<file path="src/rtl/led_matrix_scanner.sv">
// led_matrix_scanner
//   Time-multiplexed row scanner for an RWIDTH x CWIDTH LED matrix. It holds a
//   double-buffered frame (active + shadow) and walks the rows. Each row gets
//   BLANK all-off cycles followed by DWELL cycles of row strobe plus column data.
//   Frame bit r*CWIDTH+c is LED(row r, column c).
//
//   Optional build macro: SCAN_PWM_EN adds a 4-bit brightness input. Columns are
//   then gated by a per-row PWM counter.
//
// Ports
//   clk         system clock, rising edge
//   rst_n       asynchronous active-low reset
//   en          scan enable (0 = dark/idle)
//   frame_data  new frame, valid/ready handshake with frame_valid/frame_ready
//   frame_valid frame_data valid
//   frame_ready shadow buffer empty (registered)
//   row_out     one-hot row strobe, zero while blanking or idle
//   col_out     column drive for the current row
//   scan_idx    current row index
//   frame_done  one-cycle pulse on the last DRIVE cycle of the last row
//   brightness  (SCAN_PWM_EN only) 0..15 duty in sixteenths
module led_matrix_scanner #(
    parameter int RWIDTH = 4,
    parameter int CWIDTH = 4,
    parameter int DWELL  = 1000,
    parameter int BLANK  = 16
) (
    input  logic                       clk,
    input  logic                       rst_n,
    input  logic                       en,
    input  logic [RWIDTH*CWIDTH-1:0]   frame_data,
    input  logic                       frame_valid,
`ifdef SCAN_PWM_EN
    input  logic [3:0]                 brightness,
`endif
    output logic                       frame_ready,
    output logic [RWIDTH-1:0]          row_out,
    output logic [CWIDTH-1:0]          col_out,
    output logic [$clog2(RWIDTH)-1:0]  scan_idx,
    output logic                       frame_done
);

    localparam int FW      = RWIDTH * CWIDTH;
    localparam int RW      = $clog2(RWIDTH);
    localparam int CNT_MAX = (DWELL > BLANK) ? DWELL : BLANK;
    localparam int CNT_W   = $clog2(CNT_MAX + 1);
    localparam logic [CNT_W-1:0] DWELL_LAST = CNT_W'(DWELL - 1);
    localparam logic [CNT_W-1:0] BLANK_LAST = CNT_W'(BLANK - 1);
    localparam logic [RW-1:0]    ROW_LAST   = RW'(RWIDTH - 1);

    typedef enum logic [1:0] {
        ST_IDLE  = 2'd0,
        ST_BLANK = 2'd1,
        ST_DRIVE = 2'd2
    } state_t;

    state_t           state, state_n;
    logic [CNT_W-1:0] cnt, cnt_n;
    logic [RW-1:0]    row_n;
    logic [FW-1:0]    active, active_n;
    logic [FW-1:0]    shadow;
    logic             swap, accept, drive_n, done_n;
    logic [RWIDTH-1:0] row_hot_n;
    logic [CWIDTH-1:0] col_n;

`ifdef SCAN_PWM_EN
    logic [3:0] pwm_cnt, pwm_n;
    logic [3:0] bright, bright_n;
    logic       enter_drive;
`endif

    // Next-state logic; outputs are registered from the next-state values so
    // they line up with the state they describe.
    always_comb begin
        state_n = state;
        cnt_n   = cnt;
        row_n   = scan_idx;
        if (!en) begin
            state_n = ST_IDLE;
            cnt_n   = '0;
            row_n   = '0;
        end else begin
            case (state)
                ST_IDLE: begin
                    state_n = ST_BLANK;
                    cnt_n   = '0;
                    row_n   = '0;
                end
                ST_BLANK: begin
                    if (cnt == BLANK_LAST) begin
                        state_n = ST_DRIVE;
                        cnt_n   = '0;
                    end else begin
                        cnt_n = cnt + CNT_W'(1);
                    end
                end
                ST_DRIVE: begin
                    if (cnt == DWELL_LAST) begin
                        state_n = ST_BLANK;
                        cnt_n   = '0;
                        row_n   = (scan_idx == ROW_LAST) ? '0 : scan_idx + RW'(1);
                    end else begin
                        cnt_n = cnt + CNT_W'(1);
                    end
                end
                default: begin
                    state_n = ST_IDLE;
                    cnt_n   = '0;
                    row_n   = '0;
                end
            endcase
        end
    end

    // Swap only when the shadow was already full during the frame_done cycle;
    // a frame accepted on that same edge waits for the next frame boundary.
    assign swap     = frame_done & ~frame_ready;
    assign accept   = frame_valid & frame_ready;
    assign active_n = swap ? shadow : active;
    assign drive_n  = (state_n == ST_DRIVE);
    assign done_n   = drive_n && (row_n == ROW_LAST) && (cnt_n == DWELL_LAST);

    always_comb begin
        row_hot_n        = '0;
        row_hot_n[row_n] = 1'b1;
        col_n            = active_n[row_n*CWIDTH +: CWIDTH];
`ifdef SCAN_PWM_EN
        if (pwm_n >= bright_n) begin
            col_n = '0;
        end
`endif
    end

`ifdef SCAN_PWM_EN
    assign enter_drive = (state == ST_BLANK) && (state_n == ST_DRIVE);
    assign bright_n    = enter_drive ? brightness : bright;
    assign pwm_n       = enter_drive ? 4'd0 :
                         (state == ST_DRIVE) ? pwm_cnt + 4'd1 : pwm_cnt;

    always_ff @(posedge clk or negedge rst_n) begin
        if (!rst_n) begin
            pwm_cnt <= '0;
            bright  <= '0;
        end else begin
            pwm_cnt <= pwm_n;
            bright  <= bright_n;
        end
    end
`endif

    always_ff @(posedge clk or negedge rst_n) begin
        if (!rst_n) begin
            state       <= ST_IDLE;
            cnt         <= '0;
            scan_idx    <= '0;
            active      <= '0;
            frame_ready <= 1'b1;
            row_out     <= '0;
            col_out     <= '0;
            frame_done  <= 1'b0;
        end else begin
            state      <= state_n;
            cnt        <= cnt_n;
            scan_idx   <= row_n;
            active     <= active_n;
            row_out    <= drive_n ? row_hot_n : '0;
            col_out    <= drive_n ? col_n : '0;
            frame_done <= done_n;
            if (swap) begin
                frame_ready <= 1'b1;
            end else if (accept) begin
                frame_ready <= 1'b0;
            end
        end
    end

    // Shadow contents are don't-care while frame_ready=1, so no reset needed.
    always_ff @(posedge clk) begin
        if (accept) begin
            shadow <= frame_data;
        end
    end

endmodule

</file>
<file path="config.mk">
export PLATFORM = sky130hd
export DESIGN_NAME = led_matrix_scanner
export DESIGN_NICKNAME = d
export VERILOG_FILES = /design/src/rtl/led_matrix_scanner.sv
export SDC_FILE = /design/constraint.sdc
export NUM_CORES = 1
export LEC_CHECK = 0
export ABC_CLOCK_PERIOD_IN_PS = 2800
export CAP_MARGIN = 5
export CORE_UTILIZATION = 45
export CTS_CLUSTER_SIZE = 40
export DETAILED_ROUTE_END_ITERATION = 7
export GPL_TIMING_DRIVEN = 0
export HOLD_SLACK_MARGIN = 0.03
export PLACE_DENSITY = 0.75
export SLEW_MARGIN = 20
export SYNTH_ARGS = -nofsm -noshare
export SYNTH_HDL_FRONTEND = slang
export SYNTH_SLANG_ARGS = --single-unit
</file>
<file path="constraint.sdc">
create_clock -name clk -period 2.8 [get_ports clk]
set_input_delay 0.56 -clock clk [delete_from_list [all_inputs] [get_ports clk]]
set_output_delay 0.56 -clock clk [all_outputs]
set_load 0.03 [all_outputs]
</file>
==> results_dict.tcl, run 1 <==
set metrics [dict create \
    status "finished clean" \
    tightest_slew_ns 0.724 \
    tns_ns 0 \
    power.switching_w 0.000289 \
    finalCoreUtilization_pct 57.9 \
    power_density_mw_per_mm2 444 \
    worstSetupPathType "reg2reg" \
    htreeDepth 2 \
    p_total_w 0.00136 \
    yosys_register_bits 56 \
    crit_buf_inv 3 \
    synth_cell_types 49 \
    rows 26 \
    start_kind "flop" \
    cpPeakStageDelay_ns 0.46 \
    crit_chain "inv_1, ha_1, buf_4, or3b_2, o41ai_2, buf_4, nor2_2, nand4b_1, nor4_2" \
    async_flop_share_pct 71.4 \
    ys_seq_area_share_pct 58.6 \
    route.met2.wl_um 1910 \
    end_kind "flop" \
    coreArea_mm2 0.00527 \
    cp_max_fo 9 \
    crit_arrival_ns 2.74 \
    grt_overflow 0 \
    cts_buffers 5 \
    die_x_um 77.0 \
    ctsHoldBuffers 0 \
    die_area_mm2 0.00592 \
    reg2reg_slack_ns 0.26 \
    slowest_stage "or3b_2" \
    m1WireLength_um 2160 \
    synth_flop_cell "dfrtp_1" \
    clkSinkCount 56 \
    area_growth_pct 20.7 \
    syn_area_per_cell_um2 12.3 \
    gp_congestion 0.841 \
    antenna_found_initial 0 \
    wl_met3_um 209 \
    initial_utilization_pct 48.0 \
    synth.largest_area_cell "dfrtp_1" \
    yosysMostFrequentCell "dfrtp_1" \
    p_leak_nw 1.26 \
    clockRootBuffer "clkbuf_8" \
    crit_path_frequent_cell "buf_4" \
    syn-num-nets 231 \
    grt_pass1_wl_um 7760 \
    setup_viol 0 \
    ios 32 \
    timing.fmax_mhz 394 \
    fin_skew_ns 0.00778 \
    finalNetCount 272 \
    wl_per_cell_um 13.8 \
    num_antenna_cells 0 \
    cap_violations 0 \
    vias 1663 \
    cts_tree "yes" \
    viasPerCell 5.25 \
    grt_max_degree 22 \
    routed_wl_um 4380 \
    peakVddDrop_mv 0.405 \
    first_pass_iters 4 \
    synth.top_cells.by_area "dfrtp_1, edfxtp_1, mux2_2" \
    netlist_area_mm2 0.00253 \
    ys_top_cells_by_count "dfrtp_1, edfxtp_1, mux2_2, nor2_1, nand2_1" \
    die_y_um 77.0 \
    power_frac_seq_pct 63.3 \
    layout-drive-gt1-share_pct 16.6 \
    grt_pass1_vias 1634 \
    slew_headroom_pct 51.7 \
    track_usage_pct 16.7 \
    synthCells 205 \
    grt_setup_unrepaired "no" \
    top_layer_used "met4" \
    insertion_delay_ns 0.31 \
    timing_hold_violations_final 0 \
    synth_top_area_share_pct 38.6 \
    clock_path_buffers 2 \
    place_hpwl_um 3240 \
    pwr-share-comb_pct 5.3 \
    dr.first_iter.drc_count 131 \
    path_delay_family "simple AND/OR/NAND/NOR gates" \
    ys_warn_count 0 \
    hold_class "in2async" \
    switching_share_pct 21.3 \
    finalCritPeriodShare_pct 90.7 \
    synth_edf_count 16 \
    intPower_w 0.00107 \
    clockPowerShare_pct 31.4 \
    required_ns 3.01 \
    report.final.slew_viol_count 0 \
    numPortBuffers 31 \
    ant_nets 0 \
    period_needed_ns 2.54 \
    route.detailed.drc 0 \
    clkTransAtPathRegs_ns 0.10 \
    fillers 471 \
]
## state kept, by name (all words and copies together) (netlist names)
name / flops
frame_done: 1
active: 16
col_out: 4
row_out: 4
cnt: 10
state: 2
scan_idx: 2
frame_ready: 1
shadow: 16
## cell type report
class / count / area (um^2) / share of cell area (%)
clock inverter: 2 / 16.3 / 0.533
inverter: 7 / 27.5 / 0.902
clock buffer: 6 / 72.6 / 2.38
timing repair buffer: 34 / 348 / 11.4
tap: 70 / 87.6 / 2.87
sequential: 56 / 1480 / 48.6
multi-input combinational: 134 / 971 / 31.8
buffer: 8 / 47.5 / 1.56
## layer usage
metal,global-route usage (%),up-vias
met2,23.4,50
met3,3.33,6
met1,24.2,778
met4,9.04,0
met5,0,-
li1,-,829
## cells in the final DEF, fill, tap and decap left out, drive strengths merged, types with 4 or more instances in the layout
cell type | netlist | final
mux2 | 16 | 16
ha | 6 | 6
xnor2 | 5 | 5
clkdlybuf4s50 | 0 | 30
o21bai | 4 | 4
nor2 | 16 | 16
inv | 6 | 6
nand2 | 14 | 14
edfxtp | 16 | 16
a31oi | 5 | 5
and2 | 6 | 6
or3b | 6 | 6
buf | 5 | 9
nor4 | 5 | 5
nand3 | 7 | 7
nor3 | 4 | 4
a32oi | 5 | 5
dfrtp | 39 | 39
or3 | 5 | 5
clkbuf | 3 | 9
## cell families after synthesis
kind of cell,Yosys count,share of synthesized area [%]
fa+ha+maj,6,2.97
xor+xnor,8,2.77
buf+inv,15,2.97
simple gates,75,16.4
flops,56,58.6
compound gates,29,9.15
mux,16,7.13
## worst reg2reg max path, stage by stage, from the launching register on
cell and delay [ns]:
dfrtp_1 0.41, inv_1 0.15, ha_1 0.16, buf_4 0.14
or3b_2 0.46, o41ai_2 0.29, buf_4 0.19, nor2_2 0.06
nand4b_1 0.26, nor4_2 0.33
## power by group through the flow
| stage | registers (W) | logic (W) | clock network, W |
|---|---|---|---|
| floorplan | 0.000877 | 0.0000196 | 0 |
| global placement | 0.000875 | 0.0000673 | 0 |
| detailed placement | 0.000876 | 0.0000728 | 0 |
| CTS | 0.000859 | 0.0000730 | 0.000445 |
| global route | 0.000860 | 0.0000801 | 0.000474 |
| finish | 0.000859 | 0.0000713 | 0.000426 |
## per-stage QoR
stage	cell area, um^2	cells	worst slack [ns]	hold slack [ns]
after floorplan	2530	205	0.543	0.264
after detailed placement	2950	307	0.183	0.477
after global placement	2930	306	0.231	0.465
after global routing	3050	317	0.0830	0.240
final	3050	317	0.261	0.209
after CTS	3040	315	0.150	0.216
## final timing paths
path / cells after the start / endpoint / start
max in group asynchronous: 2 / frame_ready / rst_n
max: 9 / frame_done / state[0]
max reg2reg: 9 / frame_done / state[0]
min in group clk: 1 / cnt[0] / cnt[0]
min: 1 / active[8] / rst_n
min reg2reg: 1 / cnt[0] / cnt[0]
## repair_timing
action | in CTS | in global routing
setup endpoints to repair | 0 | 1
gates resized for setup | 0 | 0
buffers inserted | 0 | 2
Power figures use the tool's default switching activity.
==> run 2: changes to the inputs <==
ABC_CLOCK_PERIOD_IN_PS = 3250   (was 2800)
clock period = 3.25 ns   (was 2.8 ns; I/O delays follow)
==> run 2 against run 1 <==
Compared with the run above:
- core utilization fell by 0.28 points
- register-to-register slack improved by 0.35 ns
- worst hold slack improved by 0.094 ns
- fmax fell by 3.6%
- die area did not move
- design area fell by 0.49%
- power fell by 14%
==> results_dict.tcl, run 2 (synthesis results as in run 1) <==
set metrics [dict create \
    place_hpwl_um 3240 \
    worstSetupPathType "reg2reg" \
    status "finished clean" \
    rows 26 \
    finalCritPeriodShare_pct 81.1 \
    slew_headroom_pct 51.7 \
    numPortBuffers 31 \
    peakVddDrop_mv 0.349 \
    switching_share_pct 21.2 \
    required_ns 3.45 \
    area_growth_pct 20.1 \
    end_kind "flop" \
    dr.first_iter.drc_count 113 \
    layout-drive-gt1-share_pct 15.9 \
    gp_congestion 0.841 \
    finalNetCount 270 \
    final_cell_mix "dfrtp_1, clkdlybuf4s50_1, mux2_2, edfxtp_1, nor2_1" \
    ant_nets 0 \
    fin_skew_ns 0.00714 \
    insertion_delay_ns 0.30 \
    clockPowerShare_pct 31.3 \
    slowest_stage "or3b_2" \
    track_usage_pct 16.7 \
    die_x_um 77.0 \
    cts_buffers 5 \
    initial_utilization_pct 48.0 \
    ctsHoldBuffers 0 \
    cts_tree "yes" \
    timing_hold_violations_final 0 \
    crit_chain "inv_1, ha_1, buf_4, or3b_2, o41ai_2, buf_4, nor2_2, nand4b_1, nor4_2" \
    intPower_w 0.000920 \
    die_area_mm2 0.00592 \
    first_pass_iters 4 \
    power_density_mw_per_mm2 384 \
    grt_pass1_vias 1634 \
    start_kind "flop" \
    coreArea_mm2 0.00527 \
    route.detailed.drc 0 \
    timing.fmax_mhz 380 \
    worstReg2RegEnd "frame_done" \
    clock_path_buffers 2 \
    wl_per_cell_um 13.9 \
    cp_max_fo 10 \
    antenna_found_initial 0 \
    ios 32 \
    pwr-share-comb_pct 5.3 \
    crit_buf_inv 3 \
    cap_violations 0 \
    grt_overflow 0 \
    crit_path_frequent_cell "buf_4" \
    cts_resized 0 \
    die_y_um 77.0 \
    viasPerCell 5.31 \
    period_needed_ns 2.63 \
    worstRegToRegCells 9 \
    tns_ns 0 \
    num_antenna_cells 0 \
    cpPeakStageDelay_ns 0.46 \
    reg2reg_slack_ns 0.62 \
    tightest_slew_ns 0.725 \
    clkTransAtPathRegs_ns 0.10 \
    grt_setup_unrepaired "no" \
    p_leak_nw 1.25 \
    clockRootBuffer "clkbuf_8" \
    setup_viol 0 \
    power_frac_seq_pct 63.4 \
    grt_max_degree 22 \
    vias 1672 \
    reg.largest.list "active (16), shadow (16), cnt (10)" \
    grt_pass1_wl_um 7760 \
    r2r_start "state[0]" \
    cts_setup_buffers 0 \
    htreeDepth 2 \
    clkSinkCount 56 \
    final_common_cell "dfrtp_1" \
    crit_arrival_ns 2.84 \
    p_total_w 0.00117 \
    path_delay_family "simple AND/OR/NAND/NOR gates" \
    report.final.slew_viol_count 0 \
    routed_wl_um 4380 \
    hold_class "in2async" \
    power.switching_w 0.000247 \
]
run 2: power by group through the flow:
| stage | registers, W | logic [W] | clock network [W] |
|---|---|---|---|
| after global placement | 0.000754 | 0.0000580 | 0 |
| final | 0.000740 | 0.0000613 | 0.000366 |
| after detailed placement | 0.000754 | 0.0000627 | 0 |
| after global routing | 0.000741 | 0.0000690 | 0.000408 |
| after floorplan | 0.000756 | 0.0000168 | 0 |
| after CTS | 0.000740 | 0.0000629 | 0.000383 |
run 2: metrics by stage:
step	utilization, %	setup slack, ns	hold slack [ns]	std cells	cell area (um^2)
final	57.6	0.615	0.302	315	3040
after global routing	57.6	0.416	0.330	315	3040
after CTS	57.6	0.600	0.306	315	3040
after detailed placement	56.0	0.633	0.477	307	2950
after global placement	55.5	0.628	0.465	306	2930
after floorplan	-	0.993	0.354	205	2530
run 2: worst max-delay path by stage:
stage	startpoint	end	slack [ns]	cells past startpoint
floorplan	state[0]	frame_done	0.99	9
global placement	rst_n	row_out[0]	0.63	1
detailed placement	state[0]	frame_done	0.63	9
CTS	state[0]	frame_done	0.60	9
global route	state[0]	frame_done	0.42	9
finish	state[0]	frame_done	0.62	9
run 2: layout make-up:
class / count / area [um^2]
Fill cell: 470 / 2230
Sequential cell: 56 / 1480
Multi-Input combinational cell: 134 / 971
Timing Repair Buffer: 32 / 333
Tap cell: 70 / 87.6
Clock buffer: 6 / 72.6
Buffer: 8 / 47.5
Inverter: 7 / 27.5
Clock inverter: 2 / 16.3
run 2: layer usage:
layer	vias to the layer above	GRT usage, %	routed length [um]
met5	-	0	0
met4	0	9.04	49
met3	2	3.33	209
met2	51	23.4	1930
met1	789	24.2	2190
li1	830	-	-
==> run 3: changes to the inputs <==
ABC_CLOCK_PERIOD_IN_PS = 2600   (was 3250)
clock period = 2.6 ns   (was 3.25 ns; I/O delays follow)
==> run 3 against run 2 <==
Compared with the run above:
- sequential cell count did not move
- global-route usage rose by 0.052 points
- non-clock buffer count grew 3
- final cell count rose by 0.95%
- design area up 1.1%
- largest cell class unchanged
- wire length increased by 2.5%
- critical endpoint unchanged
- first-iteration DRC count is 21% higher
- clock power grew 25%
==> results_dict.tcl, run 3 (synthesis results as in run 1) <==
set metrics [dict create \
    ios 32 \
    stdcell_count 318 \
    p_total_w 0.00146 \
    tightest_slew_ns 0.724 \
    cts_buffers 5 \
    start_kind "flop" \
    cts_tree "yes" \
    hold_class "in2async" \
    clkSinkCount 56 \
    dr.first_iter.drc_count 137 \
    routed_wl_um 4490 \
    final_common_cell "dfrtp_1" \
    switching_share_pct 21.3 \
    grt_pass1_wl_um 7780 \
    rows 26 \
    track_usage_pct 16.8 \
    reg.largest.list "active (16), shadow (16), cnt (10)" \
    finalCritPeriodShare_pct 94.1 \
    finalNetCount 273 \
    viasPerCell 5.36 \
    power_density_mw_per_mm2 476 \
    clock_path_buffers 2 \
    power.switching_w 0.000311 \
    clockPowerShare_pct 31.4 \
    num_antenna_cells 0 \
    route.detailed.drc 0 \
    antenna_found_initial 0 \
    slew_headroom_pct 51.7 \
    die_y_um 77.0 \
    place_hpwl_um 3240 \
    insertion_delay_ns 0.31 \
    ctsHoldBuffers 0 \
    pwr-share-comb_pct 5.3 \
    layout-drive-gt1-share_pct 17.3 \
    cap_violations 0 \
    fin_skew_ns 0.00811 \
    p_leak_nw 1.29 \
    setup_viol 0 \
    clockRootBuffer "clkbuf_8" \
    timing.fmax_mhz 409 \
    vias 1705 \
    status "finished clean" \
    place_inst 307 \
    die_x_um 77.0 \
    grt_setup_unrepaired "no" \
    ant_nets 0 \
    htreeDepth 2 \
    cp_max_fo 9 \
    gp_congestion 0.841 \
    worstSetupPathType "reg2reg" \
    die_area_mm2 0.00592 \
    grt_pass1_vias 1648 \
    clkTransAtPathRegs_ns 0.10 \
    period_needed_ns 2.45 \
    numPortBuffers 31 \
    area_growth_pct 21.5 \
    peakVddDrop_mv 0.434 \
    crit_arrival_ns 2.65 \
    timing_hold_violations_final 0 \
    intPower_w 0.00115 \
    end_kind "flop" \
    wl_per_cell_um 14.1 \
    coreArea_mm2 0.00527 \
    first_pass_iters 4 \
    grt_max_degree 22 \
    finalCoreUtilization_pct 58.3 \
    grt_overflow 0 \
    power_frac_seq_pct 63.3 \
    initial_utilization_pct 48.0 \
    required_ns 2.81 \
    report.final.slew_viol_count 0 \
    final_cell_mix "dfrtp_1, clkdlybuf4s50_1, mux2_2, edfxtp_1, nor2_1" \
]
run 3: through the flow:
step	hold WS, ns	instance area, um^2	setup TNS (ns)	worst slack [ns]
2_1_floorplan	0.224	2530	0	0.343
5_1_grt	0.200	3070	0	0.0216
4_1_cts	0.176	3050	0	0.0526
3_5_place_dp	0.477	2950	-0.0170	-0.0170
6_report	0.167	3070	0	0.154
3_3_place_gp	0.465	2930	0	0.0307
run 3: critical path: stages, from the launching register on:
cell and delay [ns]:
dfrtp_1 0.42, inv_2 0.10, ha_1 0.15, buf_4 0.14
or3b_2 0.48, o41ai_4 0.24, buf_4 0.17, nor2_2 0.05
nand4b_1 0.25, nor4_2 0.34
run 3: worst paths after layout:
kind,from,to,slack [ns],cells after the start
min reg2reg,cnt[0],cnt[0],0.48,1
max in group asynchronous,rst_n,frame_ready,1.88,2
max reg2reg,state[0],frame_done,0.15,9
min,rst_n,active[8],0.17,1
max,state[0],frame_done,0.15,9
min in group clk,cnt[0],cnt[0],0.48,1
run 3: repair_timing:
action,4_1_cts,5_1_grt
setup endpoints to repair,1,5
pin swaps,1,2
gates resized for setup,0,2
buffers inserted,1,2
run 3: layout make-up:
cell class | instances | area [um^2]
fillers | 459 | 2200
flip-flops and latches | 56 | 1480
multi-input cells | 134 | 982
repair buffers | 35 | 355
well taps | 70 | 87.6
clock buffers | 6 | 72.6
plain buffers | 8 | 47.5
inverters | 7 | 27.5
clock inverters | 2 | 16.3
run 3: layer usage:
| layer | share of wire (%) | up-vias | wire [um] | track usage (%) |
|---|---|---|---|---|
| met4 | 2.2 | 0 | 99 | 9.04 |
| met3 | 4.8 | 7 | 216 | 3.33 |
| met2 | 45 | 49 | 2010 | 23.8 |
| met1 | 48 | 818 | 2160 | 24.0 |
| met5 | 0 | - | 0 | 0 |
| li1 | - | 831 | - | - |
run 3: power groups by stage:
stage / Sequential (W) / Combinational [W] / Clock [W]
floorplan: 0.000945 / 0.0000211 / 0
global placement: 0.000943 / 0.0000725 / 0
detailed placement: 0.000943 / 0.0000784 / 0
CTS: 0.000925 / 0.0000786 / 0.000479
global route: 0.000926 / 0.0000864 / 0.000511
finish: 0.000925 / 0.0000770 / 0.000459
